[config.mk]
export PLATFORM = sky130hd
export DESIGN_NAME = generated_clock_pins_flat
export DESIGN_NICKNAME = d
export VERILOG_FILES = /design/src/rtl/generated_clock_pins_pkg.sv /design/src/rtl/generated_clock_pins_if.sv /design/src/rtl/generated_clock_pins_pin_channel.sv /design/src/rtl/generated_clock_pins.sv /design/src/flat_wrapper.sv
export SDC_FILE = /design/constraint.sdc
export NUM_CORES = 1
export LEC_CHECK = 0
export ABC_AREA = 1
export CORE_ASPECT_RATIO = 2
export CORE_MARGIN = 2
export CORE_UTILIZATION = 50
export DETAILED_ROUTE_END_ITERATION = 12
export PLACE_DENSITY = 0.88
export SETUP_SLACK_MARGIN = 0.2
export SYNTH_ARGS = -nofsm -noshare
export SYNTH_HDL_FRONTEND = slang
export SYNTH_HIERARCHICAL = 1
export SYNTH_SLANG_ARGS = --single-unit
[constraint.sdc]
create_clock -name clk -period 2.55 [get_ports clk]
set_input_delay 0.3825 -clock clk [delete_from_list [all_inputs] [get_ports clk]]
set_output_delay 0.3825 -clock clk [all_outputs]
set_load 0.01 [all_outputs]
[src/rtl/generated_clock_pins_pkg.sv]
// Shared mode encoding and the per-bit combine operator for the generated-clock
// pin-capture block.
package generated_clock_pkg;

  typedef enum logic [1:0] {
    MODE_OR   = 2'd0,
    MODE_AND  = 2'd1,
    MODE_XOR  = 2'd2,
    MODE_HOLD = 2'd3
  } mode_t;

  // HOLD never reaches a capture, so its result value is irrelevant.
  function automatic logic combine(input mode_t mode, input logic a, input logic b);
    logic r;
    case (mode)
      MODE_OR:   r = a | b;
      MODE_AND:  r = a & b;
      MODE_XOR:  r = a ^ b;
      MODE_HOLD: r = 1'b0;
      default:   r = 1'b0;
    endcase
    return r;
  endfunction

endpackage

[src/rtl/generated_clock_pins_if.sv]
// Control, pin-bus and result signals of generated_clock_pins; the master side
// drives divider/pin inputs, the slave side is the block itself.
interface generated_clock_pins_if #(
  parameter int NUM_CH = 4,
  parameter int WIDTH  = 8,
  parameter int DIV_W  = 4,
  parameter int TICK_W = 16
);
  logic [DIV_W-1:0]        div_ratio;
  logic                    div_load;
  logic [1:0]              mode;
  logic [NUM_CH-1:0]       ch_en;
  logic [NUM_CH*WIDTH-1:0] pin_a;
  logic [NUM_CH*WIDTH-1:0] pin_b;
  logic                    div_clk;
  logic                    div_tick;
  logic [NUM_CH*WIDTH-1:0] out;
  logic [NUM_CH-1:0]       out_valid;
  logic [TICK_W-1:0]       tick_count;

  modport master (
    output div_ratio, div_load, mode, ch_en, pin_a, pin_b,
    input  div_clk, div_tick, out, out_valid, tick_count
  );

  modport slave (
    input  div_ratio, div_load, mode, ch_en, pin_a, pin_b,
    output div_clk, div_tick, out, out_valid, tick_count
  );
endinterface

[src/rtl/generated_clock_pins_pin_channel.sv]
// One pin channel: on a capture edge, registers the mode-selected combination of
// its two pin slices and strobes valid for one cycle.
module pin_channel
  import generated_clock_pkg::*;
#(
  parameter int WIDTH = 8
) (
  input  logic             clk,
  input  logic             rst,
  input  logic             capture,
  input  logic             en,
  input  mode_t            mode,
  input  logic [WIDTH-1:0] a,
  input  logic [WIDTH-1:0] b,
  output logic [WIDTH-1:0] out,
  output logic             valid
);

  logic [WIDTH-1:0] comb_s;
  logic             load_s;

  // Bitwise combine of the pin slices and the capture qualifier.
  always_comb begin
    comb_s = '0;
    for (int i = 0; i < WIDTH; i++) begin
      comb_s[i] = combine(mode, a[i], b[i]);
    end
    load_s = capture && en && (mode != MODE_HOLD);
  end

  // Captured value holds between captures; valid is a single-cycle strobe.
  always_ff @(posedge clk) begin
    if (rst) begin
      out   <= '0;
      valid <= 1'b0;
    end else if (load_s) begin
      out   <= comb_s;
      valid <= 1'b1;
    end else begin
      valid <= 1'b0;
    end
  end

endmodule

[src/rtl/generated_clock_pins.sv]
// Programmable divide-by-N generated clock with a saturating tick counter and
// NUM_CH pin channels that capture on each divided tick.
module generated_clock_pins
  import generated_clock_pkg::*;
#(
  parameter int NUM_CH = 4,
  parameter int WIDTH  = 8,
  parameter int DIV_W  = 4,
  parameter int TICK_W = 16
) (
  input logic                  clk,
  input logic                  rst,
  generated_clock_pins_if.slave bus
);

  localparam logic [DIV_W-1:0]  RATIO_ONE = {{(DIV_W-1){1'b0}}, 1'b1};
  localparam logic [TICK_W-1:0] TICK_ONE  = {{(TICK_W-1){1'b0}}, 1'b1};
  localparam logic [TICK_W-1:0] TICK_MAX  = {TICK_W{1'b1}};

  logic [DIV_W-1:0]        ratio_r;
  logic [DIV_W-1:0]        cnt_r;
  logic                    div_clk_r;
  logic                    div_tick_r;
  logic [TICK_W-1:0]       tick_count_r;
  logic                    terminal_s;
  mode_t                   mode_s;
  logic [NUM_CH*WIDTH-1:0] out_s;
  logic [NUM_CH-1:0]       valid_s;

  // A load on the terminal cycle suppresses the tick, capture and toggle.
  always_comb begin
    terminal_s = !bus.div_load && (cnt_r == (ratio_r - RATIO_ONE));
    mode_s     = mode_t'(bus.mode);
  end

  // Divider counter, generated clock and saturating tick counter.
  always_ff @(posedge clk) begin
    if (rst) begin
      ratio_r      <= RATIO_ONE;
      cnt_r        <= '0;
      div_clk_r    <= 1'b0;
      div_tick_r   <= 1'b0;
      tick_count_r <= '0;
    end else if (bus.div_load) begin
      ratio_r    <= (bus.div_ratio == '0) ? RATIO_ONE : bus.div_ratio;
      cnt_r      <= '0;
      div_tick_r <= 1'b0;
    end else if (terminal_s) begin
      cnt_r      <= '0;
      div_tick_r <= 1'b1;
      div_clk_r  <= ~div_clk_r;
      if (tick_count_r != TICK_MAX) begin
        tick_count_r <= tick_count_r + TICK_ONE;
      end
    end else begin
      cnt_r      <= cnt_r + RATIO_ONE;
      div_tick_r <= 1'b0;
    end
  end

  for (genvar k = 0; k < NUM_CH; k++) begin : g_ch
    pin_channel #(
      .WIDTH(WIDTH)
    ) u_ch (
      .clk    (clk),
      .rst    (rst),
      .capture(terminal_s),
      .en     (bus.ch_en[k]),
      .mode   (mode_s),
      .a      (bus.pin_a[k*WIDTH +: WIDTH]),
      .b      (bus.pin_b[k*WIDTH +: WIDTH]),
      .out    (out_s[k*WIDTH +: WIDTH]),
      .valid  (valid_s[k])
    );
  end

  assign bus.div_clk    = div_clk_r;
  assign bus.div_tick   = div_tick_r;
  assign bus.tick_count = tick_count_r;
  assign bus.out        = out_s;
  assign bus.out_valid  = valid_s;

endmodule

[src/flat_wrapper.sv]
// flat-port wrapper written by rule: the top's interface ports become plain ports
module generated_clock_pins_flat import generated_clock_pkg::*;
#(
  parameter int NUM_CH = 4,
  parameter int WIDTH  = 8,
  parameter int DIV_W  = 4,
  parameter int TICK_W = 16
)
  (clk, rst, bus_div_ratio, bus_div_load, bus_mode, bus_ch_en, bus_pin_a, bus_pin_b, bus_div_clk, bus_div_tick, bus_out, bus_out_valid, bus_tick_count);
  generated_clock_pins_if #(.NUM_CH(NUM_CH), .WIDTH(WIDTH), .DIV_W(DIV_W), .TICK_W(TICK_W)) bus_i ();
  input logic clk;
  input logic rst;
  input wire logic [$bits(bus_i.div_ratio)-1:0] bus_div_ratio;
  input wire logic [$bits(bus_i.div_load)-1:0] bus_div_load;
  input wire logic [$bits(bus_i.mode)-1:0] bus_mode;
  input wire logic [$bits(bus_i.ch_en)-1:0] bus_ch_en;
  input wire logic [$bits(bus_i.pin_a)-1:0] bus_pin_a;
  input wire logic [$bits(bus_i.pin_b)-1:0] bus_pin_b;
  output wire logic [$bits(bus_i.div_clk)-1:0] bus_div_clk;
  output wire logic [$bits(bus_i.div_tick)-1:0] bus_div_tick;
  output wire logic [$bits(bus_i.out)-1:0] bus_out;
  output wire logic [$bits(bus_i.out_valid)-1:0] bus_out_valid;
  output wire logic [$bits(bus_i.tick_count)-1:0] bus_tick_count;
  assign bus_i.div_ratio = bus_div_ratio;
  assign bus_i.div_load = bus_div_load;
  assign bus_i.mode = bus_mode;
  assign bus_i.ch_en = bus_ch_en;
  assign bus_i.pin_a = bus_pin_a;
  assign bus_i.pin_b = bus_pin_b;
  assign bus_div_clk = bus_i.div_clk;
  assign bus_div_tick = bus_i.div_tick;
  assign bus_out = bus_i.out;
  assign bus_out_valid = bus_i.out_valid;
  assign bus_tick_count = bus_i.tick_count;
  generated_clock_pins #(.NUM_CH(NUM_CH), .WIDTH(WIDTH), .DIV_W(DIV_W), .TICK_W(TICK_W)) u_core (.clk(clk), .rst(rst), .bus(bus_i));
endmodule
[Yosys cells after proc, flatten, opt, wreduce, memory -nomap -nowiden]
Index checks and enable logic that the tools add are counted.
Word-level totals
  register bits: 62
  RAM bits: 0
  bits in latches: 0
  input bits: 77
  memories kept: 0
  word-level logic and storage cells: 174
  bits in read-only memories: 0
  output and inout bits: 54
Cells by class
  $lt $le $gt $ge: 0
  reduce and logical (&&, ||, !) cells: 16
  divide/modulo/power cells: 0
  add/subtract/negate cells: 3
  multiply operators: 0
  eq/ne operators: 6
  shift operators: 0
  muxes and demuxes: 38
  bitwise gates (word level): 98
Operators by type and width (number)
  1-bit one-hot mux with 4 select lines: 32
  1-bit AND: 32
  1-bit bitwise OR: 32
  1-bit XOR: 32
  16-bit by 1-bit adder with 16-bit output, second input constant: 1
  16-bit != test, second input constant: 1
  1-bit logical AND: 9
  1-bit 2-to-1 mux: 5
  4-bit by 1-bit adder with 4-bit output, second input constant: 1
  2-bit == test, second input constant: 2
  4-bit == test: 1
  4-bit logical NOT: 1
  4-bit 2-to-1 mux: 1
  4-bit by 1-bit subtractor with 4-bit output, second input constant: 1
  3-bit AND reduction: 1
  3-bit OR reduction: 1
  2-bit by 1-bit == test with 1-bit output, second input constant: 1
  2-bit logical NOT: 1
  2-bit != test, second input constant: 1
  1-bit NOT: 2
  2-bit AND reduction: 1
  2-bit OR reduction: 1
  1-bit logical NOT: 1

[Longest topological paths before layout]
Gate-level depths: netlist of run 1.
  word-level depth: 6
  depth in mapped cells: 15
  depth with buffers taken out: 15

[Hierarchy]
The synthesis of run 1 kept the hierarchy.
Modules (own cells, without submodules)
  pin_channel: sequential area each 180.2 um2, cells each 141, area an instance 880.8 um2, times used 4
  generated_clock_pins: sequential area each 520.5 um2, cells each 214, area an instance 1473.9 um2, times used 1

[Worst setup path before layout of run 1]
No wires, ideal clock.
  path type: reg-to-reg
  from: register u_core.ratio_r[0]
  to: register u_core.g_ch[0].u_ch.out[0]
  data required time: 2.439 ns
  clock period less this slack: 2.016 ns
  buffers on the path: 0
  stages on the path, launching flop included: 15
  setup slack: 0.534 ns
  arrival: 1.904 ns
  cells stage by stage: dfxtp_1 inv_1 ha_1 nand2_1 inv_1 nor2_1 nand2_1 nor2_8 nand2_4 inv_1 nand2_1 nor2_4 nand2_1 nor2_1 nor2_1
Between the ends
  longest elaborated chain between the ends: 5
RTL lines
  from (decl): RTL line generated_clock_pins.sv:20  | logic [DIV_W-1:0] ratio_r;
  from (signal assigned): RTL line generated_clock_pins.sv:45  | ratio_r <= (bus.div_ratio == '0) ? RATIO_ONE : bus.div_ratio;
  4-bit by 1-bit subtractor with 4-bit output: RTL line generated_clock_pins.sv:32  | terminal_s = !bus.div_load && (cnt_r == (ratio_r - RATIO_ONE));
  4-bit == test: RTL line generated_clock_pins.sv:32
  1-bit logical AND: RTL line generated_clock_pins.sv:32
  via u_core.terminal_s: RTL line generated_clock_pins.sv:25  | logic terminal_s;
  1-bit logical AND (2 in a row): RTL line generated_clock_pins_pin_channel.sv:28  | load_s = capture && en && (mode != MODE_HOLD);
  to (signal assigned): RTL line generated_clock_pins_pin_channel.sv:37  | out <= comb_s;
  to (decl): RTL line generated_clock_pins_pin_channel.sv:15  | output logic [WIDTH-1:0] out,
The timed path passes the listed nets, and every way through them passes these cells.
A chain may end at the register's enable or synchronous reset.

[Final worst setup path of run 1]
  from: register u_core.ratio_r[0]
  to: register u_core.g_ch[2].u_ch.out[4]
Between the ends
  longest elaborated chain between the ends: 5
RTL lines (RTL line)
  4-bit by 1-bit subtractor with 4-bit output: generated_clock_pins.sv:32
  4-bit == test: generated_clock_pins.sv:32
  1-bit logical AND: generated_clock_pins.sv:32
  via u_core.terminal_s: generated_clock_pins.sv:25
  1-bit logical AND (2 in a row): generated_clock_pins_pin_channel.sv:28
  to (signal assigned): generated_clock_pins_pin_channel.sv:37
  to (decl): generated_clock_pins_pin_channel.sv:15
The timed path passes the listed nets, and every way through them passes these cells.

==> qor.yml, run 1 <==
cts:
  htree_num_levels: 3
  path_clk_slew_ns: 0.05
  cts_tree: "done"
  clk_path_buf_depth: 2
  cts.sinks: 62
  clk_latency_ns: 0.33
  cts-root-buf: "clkbuf_16"
  cts_made_buffers: 9
setup_path:
  crit_buf_inv: 3
  cp_slowest_cell: "dfxtp_1"
  crit_chain: "inv_1 > ha_1 > nand2_1 > inv_1 > nor2_1 > nand2_1 > nor2_8 > nand2_4 > clkinvlp_4 > nand2_1 > nor2_4 > nand2_1 > nor2_1 > nor2_1"
  crit_top_cell: "nand2_1"
  reg2reg_setup_slack_ns: 0.35
  crit_path_start: "u_core/ratio_r[0]$_SDFFE_PP1P_"
  cp.required_ns: 2.77
  worst-setup-path-type: "reg -> reg"
  worstPathMaxFanout: 8
  setup.worst_path.start_class: "flop"
  r2r-start: "u_core/ratio_r[0]$_SDFFE_PP1P_"
  cp.arrival_ns: 2.42
  reg2reg_depth: 14
  worstReg2RegEnd: "u_core/g_ch[2].u_ch/out[4]$_SDFFE_PP0P_"
  cp-end-kind: "flop"
  cpPeakStageDelay_ns: 0.36
  critPathTopFamily: "simple AND/OR/NAND/NOR gates"
routing:
  antenna_left: 0
  routed_wl_mm: 12.1
  dr.pass1.iters: 6
  route.detailed.drc: 0
  wire_per_inst_um: 11.5
  viasPerCell: 4.73
  drt_iter0_drc: 144
  dr_total_vias: 4999
sta:
  final_max_slew_viol_count: 0
  grt_setup_unrepaired: "no"
  tightest_slew_ns: 0.509
  setup_viol: 0
  setup_ws_ns: 0.352
  fin_crit_ns: 2.20
  hold_viol: 0
  fin_tns_setup_ns: 0
  finalCritPeriodShare: 0.862
  slew_headroom: 0.661
  max_freq_ghz: 0.455
  skew_ns: 0.00541
global_routing:
  grt_pass1_wl_mm: 20.5
  track_usage: 0.237
  grt-ovfl-total: 0
  grt_pass1_vias: 4951
  antenna_found_initial: 0
  grt_max_degree: 22
finish:
  diodes: 0
  instances_no_fill: 1056
  most-common-layout-cells: "nand2_1 (228), inv_1 (154), clkdlybuf4s50_1 (128)"
  layout-drive-gt1-share: 0.0703
  final_nets: 1063
  final_common_cell: "nand2_1"
  area_growth_syn_to_layout_pct: 35.5
run:
  max-cap-violations: 0
placement:
  placed_cells: 1037
  dp_slack_ns: 0.154
  place.gp.congestion: 0.881
  io_buffers: 130
  place_hpwl_mm: 9.99
min_path:
  hold_end: "u_core/bus.div_clk$_SDFFE_PP0P_"
  hold_path_depth: 2
  hold_class: "reg -> reg"
  holdCritStartpoint: "u_core/bus.div_clk$_SDFFE_PP0P_"
synthesis:
  ys_warn_count: 6
  ys_ff_latch: 62
  synthesis.instances: 778
  syn_area_um2: 5000
  yosysUniqueCellTypes: 26
  syn-num-nets: 922
  yosysSeqAreaShare: 0.248
  synth_area_per_cell_um2: 6.42
pwr:
  p_leak_nw: 3.44
  p_per_area_nw_per_um2: 456
  peakVddDrop_uv: 352
  power.total_mw: 3.09
floorplan:
  ios: 131
  die_h_um: 145
  core_um2: 9760
  rows: 51
  die-area_um2: 10900
  start_util: 0.512
  dieWidth_um: 74.7
outcome:
  status: "completed"
per-stage QoR:
step	utilization	hold slack, ns	instance area, µm²
6_report	0.694	0.469	6770
5_1_grt	0.694	0.521	6770
4_1_cts	0.691	0.472	6750
3_5_place_dp	0.656	0.466	6410
3_3_place_gp	0.656	0.459	6410
2_1_floorplan	-	0.441	5000
worst max-delay path by stage:
stage                                              end  slack [ns]  depth (start not counted)
2_1_floorplan  u_core/g_ch[0].u_ch/out[0]$_SDFFE_PP0P_        0.53                         14
3_3_place_gp   u_core/g_ch[0].u_ch/out[4]$_SDFFE_PP0P_        0.23                         13
4_1_cts        u_core/g_ch[2].u_ch/out[4]$_SDFFE_PP0P_        0.21                         14
6_report       u_core/g_ch[2].u_ch/out[4]$_SDFFE_PP0P_        0.35                         14
5_1_grt        u_core/g_ch[3].u_ch/out[0]$_SDFFE_PP0P_        0.21                         14
3_5_place_dp   u_core/g_ch[2].u_ch/out[4]$_SDFFE_PP0P_        0.15                         13
state kept, by name (all words and copies together), names as in the netlist:
register / count
u_core/bus.div_tick: 1
u_core/g_ch.u_ch/out: 32
u_core/ratio_r: 4
u_core/bus.div_clk: 1
u_core/bus.tick_count: 16
u_core/cnt_r: 4
u_core/g_ch.u_ch/valid: 4
metal layers:
layer  up-vias  routed length [µm]  track usage
met5         -                   0            0
met4         0                 451        0.124
met3        35                 593       0.0561
met2       127                7040        0.465
met1      2216                4040        0.202
li1       2621                   -            -
report_power, final:
group          internal, mW  leakage (nW)  switching [mW]
Combinational         0.315          2.77           0.345
Clock                 0.948         0.165           0.438
Sequential             1.01         0.503          0.0288
Yosys cell counts:
library cell,number,area [µm²]
xnor2_1,10,87.6
nand4_4,1,21.3
inv_2,13,48.8
nor2_1,96,360
buf_2,1,5.00
nand2_1,228,856
clkinv_1,1,3.75
ha_1,67,838
nor2_8,5,100
nand4_1,6,37.5
nand3_2,5,50.1
nor2_4,6,67.6
a22oi_1,1,7.51
a21oi_1,16,80.1
nand2_4,1,11.3
buf_6,9,101
inv_1,155,582
nand3_1,77,385
o21ai_0,5,25.0
a31oi_1,1,6.26
dfxtp_1,62,1240
xor2_1,4,35.0
nand2_2,3,18.8
nand3b_1,1,7.51
clkbuf_1,2,7.51
o22ai_1,2,12.5
logic make-up after synthesis:
group / share of synthesized area
compound gates: 0.0263
xor+xnor: 0.0245
fa+ha+maj: 0.168
buf+inv: 0.150
flops: 0.248
simple gates: 0.383
worst reg2reg max path, cell delays in order (launching register included):
cell and delay [ns]:
dfxtp_1 0.36, inv_1 0.09, ha_1 0.31, nand2_1 0.07, inv_1 0.04, nor2_1 0.08
nand2_1 0.14, nor2_8 0.16, nand2_4 0.09, clkinvlp_4 0.16, nand2_1 0.11, nor2_4 0.21
nand2_1 0.08, nor2_1 0.12, nor2_1 0.07
cell type report:
class                   instances  area (µm²)
multi-input cells             535        3010
fillers                       863        2990
repair buffers                142        1380
flip-flops and latches         62        1240
inverters                     169         638
clock buffers                   9         225
well taps                     132         165
clock inverters                 7         113
timing repair:
item                                    4_1_cts  5_1_grt
endpoints found under the setup margin        0       32
hold buffers                                  0        0
resized for setup                             0        1
buffers inserted                              0        3
Note: power is estimated with default switching activity, not from simulation.
==> run 2, diff against run 1 <==
--- a/config.mk
+++ b/config.mk
@@ -16,3 +16,4 @@
 export SYNTH_HDL_FRONTEND = slang
 export SYNTH_HIERARCHICAL = 1
 export SYNTH_SLANG_ARGS = --single-unit
+export TNS_END_PERCENT = 50
==> results of run 2 <==
Same layout as run 1: the final DEF is identical, and so are final timing and power.
